## config.mk

```make
export PLATFORM = sky130hd
export DESIGN_NAME = piso_serializer
export DESIGN_NICKNAME = d
export VERILOG_FILES = /design/src/rtl/piso_serializer.sv
export SDC_FILE = /design/constraint.sdc
export NUM_CORES = 1
export LEC_CHECK = 0
export BUFFER_PORTS_ARGS = -buffer_cell sky130_fd_sc_hd__buf_2
export CORE_AREA = 3 3 40 42
export DETAILED_ROUTE_END_ITERATION = 10
export DIE_AREA = 0 0 43 45
export GPL_ROUTABILITY_DRIVEN = 0
export HOLD_SLACK_MARGIN = 0.02
export PLACE_DENSITY_LB_ADDON = 0.2
export SETUP_SLACK_MARGIN = 0.4
export SYNTH_ARGS = -nofsm -noshare
export SYNTH_HDL_FRONTEND = slang
export SYNTH_SLANG_ARGS = --single-unit
```

## constraint.sdc

```tcl
create_clock -name clk -period 1.05 [get_ports clk]
set_input_delay 0.105 -clock clk [delete_from_list [all_inputs] [get_ports clk]]
set_output_delay 0.105 -clock clk [all_outputs]
set_load 0.02 [all_outputs]
```

## src/rtl/piso_serializer.sv

```systemverilog
// Parallel-in, serial-out shift register with a valid/ready load handshake.
// Emits one bit per clock with frame-valid and last-bit markers; supports gapless back-to-back words.
module piso_serializer #(
  parameter int unsigned WIDTH     = 4,
  parameter bit          LSB_FIRST = 1'b1
) (
  input  logic             clk,
  input  logic             rst_n,
  input  logic [WIDTH-1:0] din,
  input  logic             din_valid,
  output logic             din_ready,
  output logic             sout,
  output logic             sout_valid,
  output logic             sout_last,
  output logic             busy
);

  localparam int unsigned CW = $clog2(WIDTH);

  typedef enum logic {
    IDLE  = 1'b0,
    SHIFT = 1'b1
  } state_t;

  state_t           state, state_nx;
  logic [WIDTH-1:0] shreg, shreg_nx;
  logic [CW-1:0]    cnt, cnt_nx;
  logic             last_c;
  logic             accept_c;
  logic             out_bit_c;

  assign last_c    = (state == SHIFT) && (cnt == CW'(WIDTH - 1));
  assign din_ready = (state == IDLE) || last_c;
  assign accept_c  = din_valid && din_ready;
  assign out_bit_c = LSB_FIRST ? shreg[0] : shreg[WIDTH-1];

  // State, shift register and bit counter
  always_ff @(posedge clk) begin
    if (!rst_n) begin
      state <= IDLE;
      shreg <= '0;
      cnt   <= '0;
    end else begin
      state <= state_nx;
      shreg <= shreg_nx;
      cnt   <= cnt_nx;
    end
  end

  // Next state: an accept always reloads, even on the last-bit cycle, so frames abut
  always_comb begin
    state_nx = state;
    shreg_nx = shreg;
    cnt_nx   = cnt;
    if (accept_c) begin
      state_nx = SHIFT;
      shreg_nx = din;
      cnt_nx   = '0;
    end else begin
      case (state)
        SHIFT: begin
          if (last_c) begin
            state_nx = IDLE;
            shreg_nx = '0;
            cnt_nx   = '0;
          end else begin
            shreg_nx = LSB_FIRST ? {1'b0, shreg[WIDTH-1:1]} : {shreg[WIDTH-2:0], 1'b0};
            cnt_nx   = cnt + CW'(1);
          end
        end
        default: begin
          state_nx = IDLE;
        end
      endcase
    end
  end

  // Outputs decode directly from registered state; sout is forced low outside a frame
  assign sout_valid = (state == SHIFT);
  assign busy       = (state == SHIFT);
  assign sout_last  = last_c;
  assign sout       = sout_valid & out_bit_c;

endmodule

```

Yosys cells after proc, flatten, opt, wreduce, memory -nomap -nowiden

Index checks and enable logic that the tools add are counted.

Register bits after elaboration: 7
Input port bits: 7
Output and inout bits: 5

$add $sub $neg: 1
Equality and inequality tests: 1
Muxes and demuxes: 7
Bitwise gates (word level): 3
Reduce and logical (&&, ||, !) cells: 5

Operators by type and width:

| operator            | count |
|---|---|
| $mux 4              | 2 |
| $mux 1              | 3 |
| $mux 3              | 1 |
| $add 2x1->2 const B | 1 |
| $eq 2x2->1 const B  | 1 |
| $logic_and 1x1->1   | 2 |
| $mux 2              | 1 |
| $not 1->1           | 2 |
| $reduce_bool 2->1   | 1 |
| $reduce_or 2->1     | 1 |
| $and 1x1->1         | 1 |
| $logic_or 1x1->1    | 1 |

Longest topological paths before layout

Word-level depth: 5
Depth in mapped cells: 4
Depth with buffers taken out: 4

Least setup slack after synthesis

Ideal clock, no wire load.

Path type: reg-to-reg
From: reg state, in the netlist busy
To: reg shreg[2]
Setup time: 0.122 ns
Arrival time: 0.925 ns
Data required time: 0.928 ns
Path slack: 0.003 ns
Stages on the path, launching flop included: 5
Buffers on the path: 1
Period minus slack after synthesis: 1.047 ns
Path through: dfxtp_1 > buf_6 > or2_1 > o21ai_1 > a21oi_1

Longest elaborated chain between the ends: 4
Elaborated cells between the ends (all ways): 8
Those cells by class: 3 x mux; 1 x bitwise; 4 x reduce/logical

Ends and longest elaborated chain:

| what                                           | RTL line | text |
|---|---|---|
| start, declared                                | 25       | `state_t state, state_nx;` |
| start signal, assigned                         | 44       | `state <= state_nx;` |
| $logic_and 1x1->1 or $not 1->1 (tied branches) | 32, 33   |  |
| $mux 3 or $logic_or 1x1->1 (tied branches)     | 62, 33   |  |
| $mux 4 or $logic_and 1x1->1 (tied branches)    | 60, 34   |  |
| $mux 4 or $reduce_bool 2->1 (tied branches)    | -        |  |
| end signal, assigned                           | 45       | `shreg <= shreg_nx;` |
| end, declared                                  | 26       | `logic [WIDTH-1:0] shreg, shreg_nx;` |

Parallel ways exist; a longest one is shown, timed or not. The select of a mux whose other input is x is not followed.
A chain may end at the register's enable or synchronous reset.

Worst setup path in the final report

From: reg cnt[0]
To: out din_ready

Longest elaborated chain between the ends: 3

Ends and longest elaborated chain:

| what                   | RTL line | text |
|---|---|---|
| start, declared        | 27       | `logic [CW-1:0] cnt, cnt_nx;` |
| start signal, assigned | 46       | `cnt <= cnt_nx;` |
| $eq 2x2->1             | 32       | `assign last_c = (state == SHIFT) && (cnt == CW'(WIDTH - 1));` |
| $logic_and 1x1->1      | 32       |  |
| $logic_or 1x1->1       | 33       | `assign din_ready = (state == IDLE) \|\| last_c;` |
| end, declared          | 11       | `output logic din_ready,` |

No other way between the ends.

==> qor.csv <==
stage,metric,value,unit
critical_path,worst-path fanout max,4,
routing,Total Wirelength,890,um
critical_path,Worst Path Buf+Inv,2,
logic_synthesis,Post-Syn Nets,50,
routing,DRC viols,0,
finish,Layout Nets,71,
critical_path,CP required,0.94,ns
grt,initial antenna violation count,0,
cts,H-tree Lvls,1,
routing,antenna-violating nets left,0,
cts,CTS buffer count,3,
logic_synthesis,top area cells in the synthesized netlist,"dfxtp_1 37%, a32oi_1 9.2%, a21o_1 5.9%, buf_6 5.9%, mux2i_1 5.2%",
grt,first-pass GRT wire length,1.54,mm
job,max-cap violations,0,
finish,Area growth syn-to-layout,48.5,%
routing,Routed WL per cell,11.6,um
sta,fin crit period,1.15,ns
critical_path,crit path DAT,1.05,ns
sta,Setup-failing EPs final,9,
logic_synthesis,"Seq/Total Area, Yosys",36.7,%
status,failing checks,setup timing,
critical_path,critical-path cell list,"ha_4, nor2b_4, inv_2, buf_6",
power,clock share of power,36.7,%
routing,drt via density,4.68,
placed_design,PortBufs,11,
cts,Root Buffer,clkbuf_4,
critical_path,kind of start point of the critical path,flop,
floorplan,core area,0.00128,sq mm
floorplan,DIE HEIGHT,45,um
finish,post-route insts no fill,77,
power,Internal,503,uW
grt,vias in the first global route,344,
finish,layout cell share with drive strength beyond 1,50.0,%
cts,CTS tree,yes,
floorplan,starting density of the core,29.7,%
logic_synthesis,Post-Synthesis Cells,42,
logic_synthesis,yosys warns,0,
logic_synthesis,share of the synthesized area in the top cell type,36.7,%
hold_path,hold-critical path depth,2,
sta,fin. max-slew vios,0,
sta,Slew HR,84.8,%
logic_synthesis,mapped cell area,382,sq um
critical_path,critical path type,reg -> out,
floorplan,Row Count,13,
power,register share of total power,43.4,%
cts,"CTS clk-pin slew, worst paths",0.06,ns
cts,clk_lat worst skew,0.26,ns
finish,antenna cells,0,
logic_synthesis,synth unique cells,18,
finish,Fillers,132,
power,power consumption,689,uW
status,outcome,finished with violations,
cts,hold_buf cts,0,
routing,drt initial violations,2,
power,P per Cell Area,1220,mW/mm^2
sta,"Hold Vio Cnt, Final",0,
logic_synthesis,Seq cells post-synth,7,
critical_path,Worst Setup End Kind,output port,
power,Psw,186,uW
placed_design,HPWL Detailed,569,um
grt,GRT Overall Usage,11.3,%
floorplan,die width,43,um
power,LEAKAGE,0.266,nW
placed_design,Inst Count DP,65,
sta,Worst Max-Slew Pin Slew,0.228,ns
sta,RSZ-0062 raised after global routing,yes,
floorplan,Die ar.,0.00194,sq mm
critical_path,Crit path largest cell delay,0.33,ns
power,maximum vdd drop,0.689,mV
sta,worst clock skew,0.00835,ns
routing,DRT Pass-1 Iters,2,
logic_synthesis,Synth area leader,dfxtp_1,
hold_path,Tightest Hold Check Type,in -> reg,
cts,CTS sink count,7,
floorplan,I/O pin count,12,
critical_path,"delay-heaviest family, CP",flip-flops,
sta,Hold Slack,0.129,ns
critical_path,reg-to-reg setup timing slack,-0.09,ns
grt,GRT overflow,0,
routing,via count,360,
sta,Final period util,110,%
sta,PnR worst setup slack,-0.101,ns
grt,largest net degree at the start of global routing,13,
cts,deepest clock path buffer count,2,
power,Logic pwr share,20.0,%
logic_synthesis,average cell area after synthesis,9.09,sq um
critical_path,R2R cell count,6,
critical_path,cell depth of the worst setup path,4,
sta,fmax,869,MHz
power,Switching Share,27.0,%
critical_path,CP max stage cell,dfxtp_2,
power by group through the flow:
stage	clock [mW]	sequential, mW	combinational, mW
6_report	0.253	0.299	0.138
3_5_place_dp	0	0.308	0.104
2_1_floorplan	0	0.303	0.0830
4_1_cts	0.262	0.298	0.130
3_3_place_gp	0	0.308	0.104
5_1_grt	0.285	0.301	0.154
flip-flops by register name, summed over array words and instances, names as in the netlist:
name	cells
shreg	4
cnt	2
busy	1
logic make-up after synthesis:
group,after synthesis,synth area share [%]
mux,2,5.25
simple gates,10,16.7
fa+ha+maj,1,3.28
buf+inv,7,11.8
compound gates,15,26.2
flops,7,36.7
cells in the mapped netlist:
| cell type | number |
|---|---|
| o21ai_1 | 4 |
| nor2b_1 | 2 |
| a21o_1 | 3 |
| and2_1 | 3 |
| a32oi_1 | 4 |
| buf_4 | 1 |
| nand2_1 | 1 |
| nand3_1 | 1 |
| dfxtp_1 | 7 |
| or2_1 | 1 |
| ha_1 | 1 |
| buf_6 | 2 |
| o21a_1 | 1 |
| mux2i_1 | 2 |
| nor2b_4 | 1 |
| a21oi_1 | 3 |
| nor2_1 | 1 |
| inv_1 | 4 |
layer usage:
layer  share of wire (%)  track usage [%]  vias to the layer above  routed length (um)
li1                    -                -                      187                   -
met1                  45             13.8                      161                 403
met2                  46             16.2                       12                 410
met3                 8.5             7.17                        0                  76
met4                   0             3.61                        0                   0
met5                   0                0                        -                   0
per-stage QoR:
step	TNS [ns]	area (sq um)	util, %	setup WS, ns
after CTS	-0.214	543	42.3	-0.111
final	-0.596	567	44.1	-0.101
after global placement	0	452	35.2	0.0744
after detailed placement	0	452	35.2	0.0531
after global routing	-1.16	567	44.1	-0.166
after floorplan	0	408	-	0.0678
worst paths after layout:
| kind | start | to |
|---|---|---|
| worst max-delay path | cnt[0]$_SDFFE_PP0P_ | din_ready |
| worst min-delay path | rst_n | busy$_SDFF_PN0_ |
| worst min register to register | shreg[2]$_SDFFE_PN0P_ | shreg[2]$_SDFFE_PN0P_ |
| worst max register to register | cnt[1]$_SDFFE_PP0P_ | shreg[2]$_SDFFE_PN0P_ |
area by class of cell:
| type | instances | area, sq um | share of cell area (%) |
|---|---|---|---|
| tap | 15 | 18.8 | 3.31 |
| inverter | 4 | 15.0 | 2.65 |
| clock buffer | 4 | 26.3 | 4.64 |
| multi-input combinational | 28 | 219 | 38.6 |
| timing repair buffer | 19 | 141 | 24.9 |
| sequential | 7 | 146 | 25.8 |
layout by cell type, fill, tap and decap left out:
master / count
clkbuf_4: 3
nor2_1: 1
dfxtp_2: 2
dfxtp_1: 4
nand3_2: 1
dfxtp_4: 1
and2_1: 1
buf_4: 6
a32oi_1: 4
o21a_1: 1
a21oi_1: 3
clkbuf_1: 1
or2_1: 1
buf_2: 8
and2_4: 2
inv_2: 1
nor2b_4: 1
nor2b_1: 2
inv_1: 3
mux2i_1: 2
o21ai_1: 4
ha_4: 1
a21o_1: 3
nand2_1: 1
buf_6: 5
repair_timing:
action,4_1_cts,5_1_grt
cloned,0,0
endpoints found under the setup margin,12,12
buffers inserted,6,2
pin swaps,4,3
resized for setup,7,3
Power figures use the tool's default switching activity.
